[src/rtl/muldiv_unit.sv]
// Iterative RV32M/RV64M multiply/divide unit.
// Valid/ready request and response ports; sequential shift-add and restoring division.
module muldiv_unit #(
    parameter int XLEN           = 32,
    parameter int BITS_PER_CYCLE = 1
) (
    input  logic            clk,
    input  logic            rst_n,
    input  logic            in_valid,
    output logic            in_ready,
    input  logic [2:0]      sel,
    input  logic [XLEN-1:0] op1,
    input  logic [XLEN-1:0] op2,
    input  logic            kill,
    output logic            out_valid,
    input  logic            out_ready,
    output logic [XLEN-1:0] res
);
    localparam int BPC = BITS_PER_CYCLE;
    localparam int N   = XLEN / BPC;
    localparam int CW  = $clog2(N + 1);
    localparam int PW  = XLEN + BPC;

    localparam logic [CW-1:0]   LAST = CW'(N - 1);
    localparam logic [XLEN-1:0] MINV = {1'b1, {(XLEN-1){1'b0}}};

    localparam logic [2:0] IDLE = 3'd0;
    localparam logic [2:0] PREP = 3'd1;
    localparam logic [2:0] RUN  = 3'd2;
    localparam logic [2:0] FIX  = 3'd3;
    localparam logic [2:0] DONE = 3'd4;

    logic [2:0]        state;
    logic [2:0]        op;
    logic [XLEN-1:0]   a;
    logic [XLEN-1:0]   b;
    logic [XLEN-1:0]   d;
    logic [2*XLEN-1:0] acc;
    logic              neg_q;
    logic              neg_r;
    logic [CW-1:0]     cnt;

    logic            signed_a;
    logic            signed_b;
    logic            neg_a;
    logic            neg_b;
    logic [XLEN-1:0] mag_a;
    logic [XLEN-1:0] mag_b;
    logic            div_zero;
    logic            div_ovf;

    assign signed_a = (op != 3'd3) && (op != 3'd5) && (op != 3'd7);
    assign signed_b = signed_a && (op != 3'd2);
    assign neg_a    = signed_a & a[XLEN-1];
    assign neg_b    = signed_b & b[XLEN-1];
    assign mag_a    = neg_a ? -a : a;
    assign mag_b    = neg_b ? -b : b;
    assign div_zero = op[2] && (b == '0);
    assign div_ovf  = op[2] && !op[0] && (a == MINV) && (b == '1);

    logic [PW-1:0]     psum;
    logic [2*XLEN-1:0] mul_nxt;
    logic [XLEN:0]     r;
    logic [XLEN-1:0]   q;
    logic [2*XLEN-1:0] div_nxt;

    // Multiplier bits are consumed from the low half while the partial
    // product shifts in from the top.
    always_comb begin
        psum = PW'(acc[2*XLEN-1:XLEN])
             + PW'(d) * PW'(acc[BPC-1:0]);
        mul_nxt = {psum, acc[XLEN-1:BPC]};
    end

    // Remainder lives in the high half, dividend/quotient in the low half.
    always_comb begin
        r = {1'b0, acc[2*XLEN-1:XLEN]};
        q = acc[XLEN-1:0];
        for (int i = 0; i < BPC; i++) begin
            r = {r[XLEN-1:0], q[XLEN-1]};
            q = {q[XLEN-2:0], 1'b0};
            if (r >= {1'b0, d}) begin
                r    = r - {1'b0, d};
                q[0] = 1'b1;
            end
        end
        div_nxt = {r[XLEN-1:0], q};
    end

    logic [2*XLEN-1:0] prod;
    logic [XLEN-1:0]   quo;
    logic [XLEN-1:0]   rem;
    logic [XLEN-1:0]   fix_res;

    always_comb begin
        prod    = neg_q ? -acc : acc;
        quo     = neg_q ? -acc[XLEN-1:0] : acc[XLEN-1:0];
        rem     = neg_r ? -acc[2*XLEN-1:XLEN] : acc[2*XLEN-1:XLEN];
        fix_res = prod[2*XLEN-1:XLEN];
        case (op)
            3'd0:       fix_res = prod[XLEN-1:0];
            3'd4, 3'd5: fix_res = quo;
            3'd6, 3'd7: fix_res = rem;
            default:    ;
        endcase
    end

    always_ff @(posedge clk or negedge rst_n) begin
        if (!rst_n) begin
            state <= IDLE;
            op    <= '0;
            a     <= '0;
            b     <= '0;
            d     <= '0;
            acc   <= '0;
            neg_q <= 1'b0;
            neg_r <= 1'b0;
            cnt   <= '0;
            res   <= '0;
        end else if (kill) begin
            state <= IDLE;
        end else begin
            case (state)
                IDLE: begin
                    if (in_valid) begin
                        op    <= sel;
                        a     <= op1;
                        b     <= op2;
                        state <= PREP;
                    end
                end
                PREP: begin
                    cnt   <= '0;
                    neg_q <= neg_a ^ neg_b;
                    neg_r <= neg_a;
                    if (div_zero) begin
                        res   <= op[1] ? a : '1;
                        state <= DONE;
                    end else if (div_ovf) begin
                        res   <= op[1] ? '0 : MINV;
                        state <= DONE;
                    end else begin
                        acc   <= {{XLEN{1'b0}}, mag_a};
                        d     <= mag_b;
                        state <= RUN;
                    end
                end
                RUN: begin
                    acc <= op[2] ? div_nxt : mul_nxt;
                    cnt <= cnt + 1'b1;
                    if (cnt == LAST) begin
                        state <= FIX;
                    end
                end
                FIX: begin
                    res   <= fix_res;
                    state <= DONE;
                end
                DONE: begin
                    if (out_ready) begin
                        state <= IDLE;
                    end
                end
                default: state <= IDLE;
            endcase
        end
    end

    assign in_ready  = (state == IDLE);
    assign out_valid = (state == DONE);

endmodule

[config.mk]
export PLATFORM = sky130hd
export DESIGN_NAME = muldiv_unit
export DESIGN_NICKNAME = d
export VERILOG_FILES = /design/src/rtl/muldiv_unit.sv
export SDC_FILE = /design/constraint.sdc
export NUM_CORES = 1
export LEC_CHECK = 0
export ABC_AREA = 1
export CORE_ASPECT_RATIO = 0.9
export CORE_UTILIZATION = 43
export DETAILED_ROUTE_END_ITERATION = 8
export PLACE_DENSITY_LB_ADDON = 0.05
export RECOVER_POWER = 50
export SLEW_MARGIN = 20
export SYNTH_ARGS = -nofsm -noshare
export SYNTH_HDL_FRONTEND = slang
export SYNTH_SLANG_ARGS = --single-unit
[constraint.sdc]
create_clock -name clk -period 7.2 [get_ports clk]
set_input_delay 1.44 -clock clk [delete_from_list [all_inputs] [get_ports clk]]
set_output_delay 1.44 -clock clk [all_outputs]
set_load 0.1 [all_outputs]
==> flow_metrics.tcl, run 1 <==
set metrics [dict create \
    status "finished with violations" \
    failed_checks "capacitance limit, slew limit" \
    power.density_nw_per_um2 548 \
    layout_common_cells "nand2_1, nor2_1, inv_1" \
    hold_path_class "reg2reg" \
    grt_max_degree 103 \
    cts.sinks 206 \
    num-nets-final 3547 \
    fmaxAchievable_mhz 212 \
    ios 106 \
    synth_seq_cells 206 \
    grt_pass1_wl_um 127000 \
    rsz0062_at_grt "no" \
    area.growth.synth_to_final_pct 11.4 \
    place.detailed.hpwl_um 65700 \
    remaining_drc_errors 0 \
    stdcell_count 4031 \
    cts.repair.resized 0 \
    timing.final.setup_violations 0 \
    cts_setup_buffers 0 \
    ir_drop_mv 0.315 \
    die_area_um2 47200 \
    htreeDepth 1 \
    cts-root-buf "clkbuf_16" \
    drive_gt1_share_pct 4.24 \
    endpoint_kind "register" \
    slew-limit-headroom_pct -107 \
    min_period_ns 4.72 \
    firstDrtPassIters 6 \
    start_util_pct 43.8 \
    row_count 74 \
    vias_per_cell 5.60 \
    avgRoutedWirePerCell_um 20.9 \
    critPathRequiredTime_ns 7.66 \
    grt_pass1_vias 20600 \
    final_util_pct 48.8 \
    gp_congestion 1.07 \
    core_area_um2 45600 \
    cts_made_buffers 25 \
    drv_cap 6 \
    cts_tree "done" \
    slew_viol_final 291 \
    die_w_um 229 \
    grt_use_total_pct 35.4 \
    total_power_w 0.0122 \
    drt-total-wl_um 84400 \
    synthesis.area_um2 19900 \
    yosys_most_used_dff "dfrtp_1" \
    ys_seq_area_share_pct 25.9 \
    drt_iter0_markers 2852 \
    finClkSkew_ns 0.0298 \
    post-route-period-util_pct 65.5 \
    holdWs_ns 0.510 \
    yosys_warnings 0 \
    ant_nets 0 \
    finalHoldViolCount 0 \
    antenna_found_initial 2 \
    layout_commonest_cell "nand2_1" \
    postCtsHoldBufs 0 \
    syn_area_per_cell_um2 5.93 \
    crit_type "reg2reg" \
    clk_transition_reported_paths_ns 0.07 \
    p_leak_nw 11.3 \
    worstSetupStartpointType "register" \
    clock_latency_ns 0.59 \
    netlist-cell-type-count 57 \
    dp_cells 3984 \
    worstPathArrival_ns 5.18 \
    dr_total_vias 22600 \
    async_flop_share_pct 100 \
    synth_edf_count 0 \
    worst_pin_slew_ns 3.10 \
    syn_inst 3363 \
    io_buffers 105 \
    die_y_um 206 \
    tns_ns 0 \
    cts_buffer_depth 3 \
    grt.overflow.total 0 \
    worstPathMaxFanout 36 \
    synth_nets 3507 \
]
[logic make-up (layout without fill, tap and decap cells)]
logic type | Yosys count | in the layout | synth area share, %
compound gates | 453 | 453 | 12.1
buf+inv | 537 | 596 | 10.9
fa+ha+maj | 72 | 72 | 4.59
simple gates | 1996 | 1996 | 42.0
flops | 206 | 206 | 25.9
other cells | 0 | 1 | 0
xor+xnor | 84 | 84 | 3.69
mux | 15 | 15 | 0.847
[layout make-up]
| cell class | instances | area, µm² |
|---|---|---|
| inverter | 429 | 1610 |
| timing repair buffer | 121 | 1160 |
| tap | 608 | 761 |
| clock inverter | 15 | 208 |
| antenna | 1 | 2.50 |
| clock buffer | 31 | 688 |
| sequential | 206 | 5160 |
| multi-input combinational | 2620 | 12600 |
| fill | 4954 | 23300 |
[sequential cells by signal, summed over array words and instances (netlist names)]
| name | count |
|---|---|
| d | 32 |
| a | 32 |
| res | 32 |
| b | 32 |
| state | 3 |
| neg_r | 1 |
| neg_q | 1 |
| cnt | 6 |
| op | 3 |
| acc | 64 |
[synth_stat cells (all sizes together) (2+ instances only)]
library cell,number,share of area [%]
nand2,1043,20
nor2,517,10
inv,426,8.0
nand3,318,8.1
o21ai,225,5.8
dfrtp,206,26
a21oi,190,4.8
xor2,77,3.4
ha,70,4.4
buf,61,2.0
nand4,56,1.8
clkbuf,47,0.90
nor3,35,1.1
mux2,15,0.85
o211ai,15,0.64
nand3b,11,0.41
o21bai,10,0.38
xnor2,7,0.31
or2,6,0.19
and2,4,0.13
clkinv,3,0.063
nor4,3,0.094
a21o,2,0.075
fa,2,0.20
o22ai,2,0.063
o31ai,2,0.075
[worst paths after layout]
kind,startpoint,endpoint,slack [ns],cells past startpoint
max in group asynchronous,rst_n,acc[63]$_DFFE_PN0P_,2.79,2
min in group asynchronous,rst_n,acc[46]$_DFFE_PN0P_,0.86,1
worst max register to register,state[0]$_DFFE_PN0P_,acc[32]$_DFFE_PN0P_,2.48,9
worst max-delay path,state[0]$_DFFE_PN0P_,acc[32]$_DFFE_PN0P_,2.48,9
worst min-delay path,cnt[1]$_DFFE_PN0P_,cnt[1]$_DFFE_PN0P_,0.51,2
worst min register to register,cnt[1]$_DFFE_PN0P_,cnt[1]$_DFFE_PN0P_,0.51,2
[report_power, final]
part	switching, W	internal, W
sequential	0.000922	0.00167
clock	0.000589	0.000831
combinational	0.00583	0.00233
total	0.00734	0.00483
[per-stage QoR]
step / instance area, µm² / setup slack, ns
after floorplan: 19900 / 3.90
after global placement: 21400 / 3.19
after detailed placement: 21400 / 3.13
after CTS: 22200 / 3.05
after global routing: 22200 / 2.19
final: 22200 / 2.48
[worst max-delay path, cell delays in order (launching register included)]
cell and delay, ns:
dfrtp_1 0.42, nor3_4 0.20, buf_4 0.41, inv_1 0.67
nor2_4 0.23, clkbuf_1 1.43, inv_1 0.45, a21oi_1 0.49
nand3_1 0.16, o21ai_1 0.11
[layer usage]
| layer | vias to the layer above | wire length [µm] | global-route usage (%) |
|---|---|---|---|
| li1 | 10800 | - | - |
| met1 | 10500 | 40400 | 54.7 |
| met5 | - | 13 | 0 |
| met4 | 2 | 2090 | 8.02 |
| met3 | 132 | 9670 | 8.46 |
| met2 | 1139 | 32200 | 48.4 |
No activity file was read; power rests on OpenSTA's default activity.
==> inputs of run 2 (changes only) <==
- clock period: 7.2 -> 4.9 ns (I/O delays scaled with it)
==> run 2 against run 1 <==
Against the previous run:
- the flow still finishes with violations (capacitance limit, slew limit)
- largest power group unchanged
- utilization is 0.31 points higher
- cell area is 0.64% higher
- combinational power is 50% higher
- via count is 1.4% higher
- total power is 50% higher
- setup slack worse by 1.6 ns
- clock skew is 0.0086 ns lower
- critical endpoint is now res[4]$_DFFE_PN0P_
- clock power is 61% higher
- sequential share of layout area is 0.15 points lower
- sequential power is 46% higher
==> flow_metrics.tcl, run 2 (synthesized netlist as in run 1, its figures left out) <==
set metrics [dict create \
    row_count 74 \
    finClkSkew_ns 0.0211 \
    ios 106 \
    layout_commonest_cell "nand2_1" \
    power_frac_comb_pct 66.7 \
    timing.final.setup_violations 0 \
    ant_nets 0 \
    stdcell_count 4040 \
    finalHoldViolCount 0 \
    power.switching_w 0.0110 \
    antenna_cells 0 \
    firstDrtPassIters 6 \
    final_cell_area_um2 22400 \
    area.growth.synth_to_final_pct 12.1 \
    p_leak_nw 11.4 \
    drt-total-wl_um 86200 \
    tns_ns 0 \
    grt_use_total_pct 36.1 \
    cts_tree "done" \
    swShare_pct 60.3 \
    p_seq_share_pct 20.8 \
    die_y_um 206 \
    core_area_um2 45600 \
    postCtsHoldBufs 0 \
    p_clk_share_pct 12.5 \
    crit_type "reg2reg" \
    antenna_found_initial 0 \
    remaining_drc_errors 0 \
    failed_checks "capacitance limit, slew limit" \
    power.density_nw_per_um2 817 \
    drt_iter0_markers 3200 \
    largest_reg_flops 64 \
    drv_cap 3 \
    worstPathArrival_ns 4.46 \
    gp_congestion 1.08 \
    grt_pass1_vias 20600 \
    worst_slack_ns 0.907 \
    n_fill_cell 4949 \
    critPathRequiredTime_ns 5.37 \
    clk_transition_reported_paths_ns 0.07 \
    slew-limit-headroom_pct -65.5 \
    ir_drop_mv 0.586 \
    cts_buffer_depth 3 \
    pre_cts_slack_ns 1.52 \
    worst_pin_slew_ns 2.48 \
    grt.overflow.total 0 \
    p_int_w 0.00726 \
    cts.repair.resized 0 \
    place_area_um2 21400 \
    worstSetupStartpointType "register" \
    avgRoutedWirePerCell_um 21.3 \
    dr_total_vias 22900 \
    status "finished with violations" \
    regMostFlops "acc" \
    cts-root-buf "clkbuf_16" \
    layout_common_cells "nand2_1, nor2_1, inv_1" \
    die_w_um 229 \
    rsz0062_at_grt "no" \
    place.detailed.hpwl_um 67600 \
    hold_path_class "reg2reg" \
    clock_latency_ns 0.60 \
    cts_setup_buffers 0 \
    dp_cells 3990 \
    vias_per_cell 5.67 \
    cts.sinks 206 \
    rr_worst_depth 12 \
    slew_viol_final 176 \
    die_area_um2 47200 \
    io_buffers 105 \
    cts_made_buffers 27 \
    htreeDepth 1 \
    start_util_pct 43.8 \
    num-nets-final 3555 \
    worstPathMaxFanout 34 \
    whs_path_depth 2 \
    fmaxAchievable_mhz 250 \
    post-route-period-util_pct 81.5 \
    grt_max_degree 96 \
    grt_pass1_wl_um 129000 \
    drive_gt1_share_pct 4.57 \
    endpoint_kind "register" \
    min_period_ns 3.99 \
    holdWs_ns 0.487 \
]
run 2: metrics by stage:
stage	total power [W]	util, %
floorplan	0.0116	-
global placement	0.0155	47.0
detailed placement	0.0155	47.0
CTS	0.0179	49.1
global route	0.0195	49.1
finish	0.0183	49.1
run 2: final cells by class:
class / count / area (µm²) / share of cell area (%)
multi-input combinational: 2620 / 12600 / 56.4
inverter: 429 / 1610 / 7.21
clock buffer: 31 / 701 / 3.13
sequential: 206 / 5160 / 23.1
clock inverter: 19 / 289 / 1.29
timing repair buffer: 127 / 1220 / 5.46
tap: 608 / 761 / 3.40
run 2: critical path, cell delays in order, from the launching register on:
cell and delay (ns):
dfrtp_1 0.45, inv_1 0.12, ha_1 0.25, nand3_1 0.16
nor2_1 0.09, nand2_1 0.07, nor2_1 0.07, nand3_2 0.10
nand3_2 0.07, nand2_1 1.07, clkinv_2 0.94, nand3_1 0.37
nand2_1 0.08
run 2: power groups by stage:
stage | combinational, W | sequential [W] | clock (W)
floorplan | 0.00775 | 0.00389 | 0
global placement | 0.0118 | 0.00372 | 0
detailed placement | 0.0118 | 0.00373 | 0
CTS | 0.0119 | 0.00371 | 0.00231
global route | 0.0133 | 0.00385 | 0.00237
finish | 0.0122 | 0.00379 | 0.00229
run 2: path summary, 6_finish.rpt:
check | from | to | slack [ns]
hold reg to reg | res[5]$_DFFE_PN0P_ | res[5]$_DFFE_PN0P_ | 0.49
hold / removal | res[5]$_DFFE_PN0P_ | res[5]$_DFFE_PN0P_ | 0.49
max in group asynchronous | rst_n | op[2]$_DFFE_PN0P_ | 1.30
setup / recovery | a[0]$_DFFE_PN0P_ | res[4]$_DFFE_PN0P_ | 0.91
min in group asynchronous | rst_n | acc[55]$_DFFE_PN0P_ | 1.13
setup reg to reg | a[0]$_DFFE_PN0P_ | res[4]$_DFFE_PN0P_ | 0.91
run 2: routing by layer:
layer | GRT usage [%] | share of wire (%)
met5 | 0 | 0
met4 | 9.36 | 2.7
met3 | 7.42 | 11
met2 | 48.7 | 38
met1 | 56.6 | 48
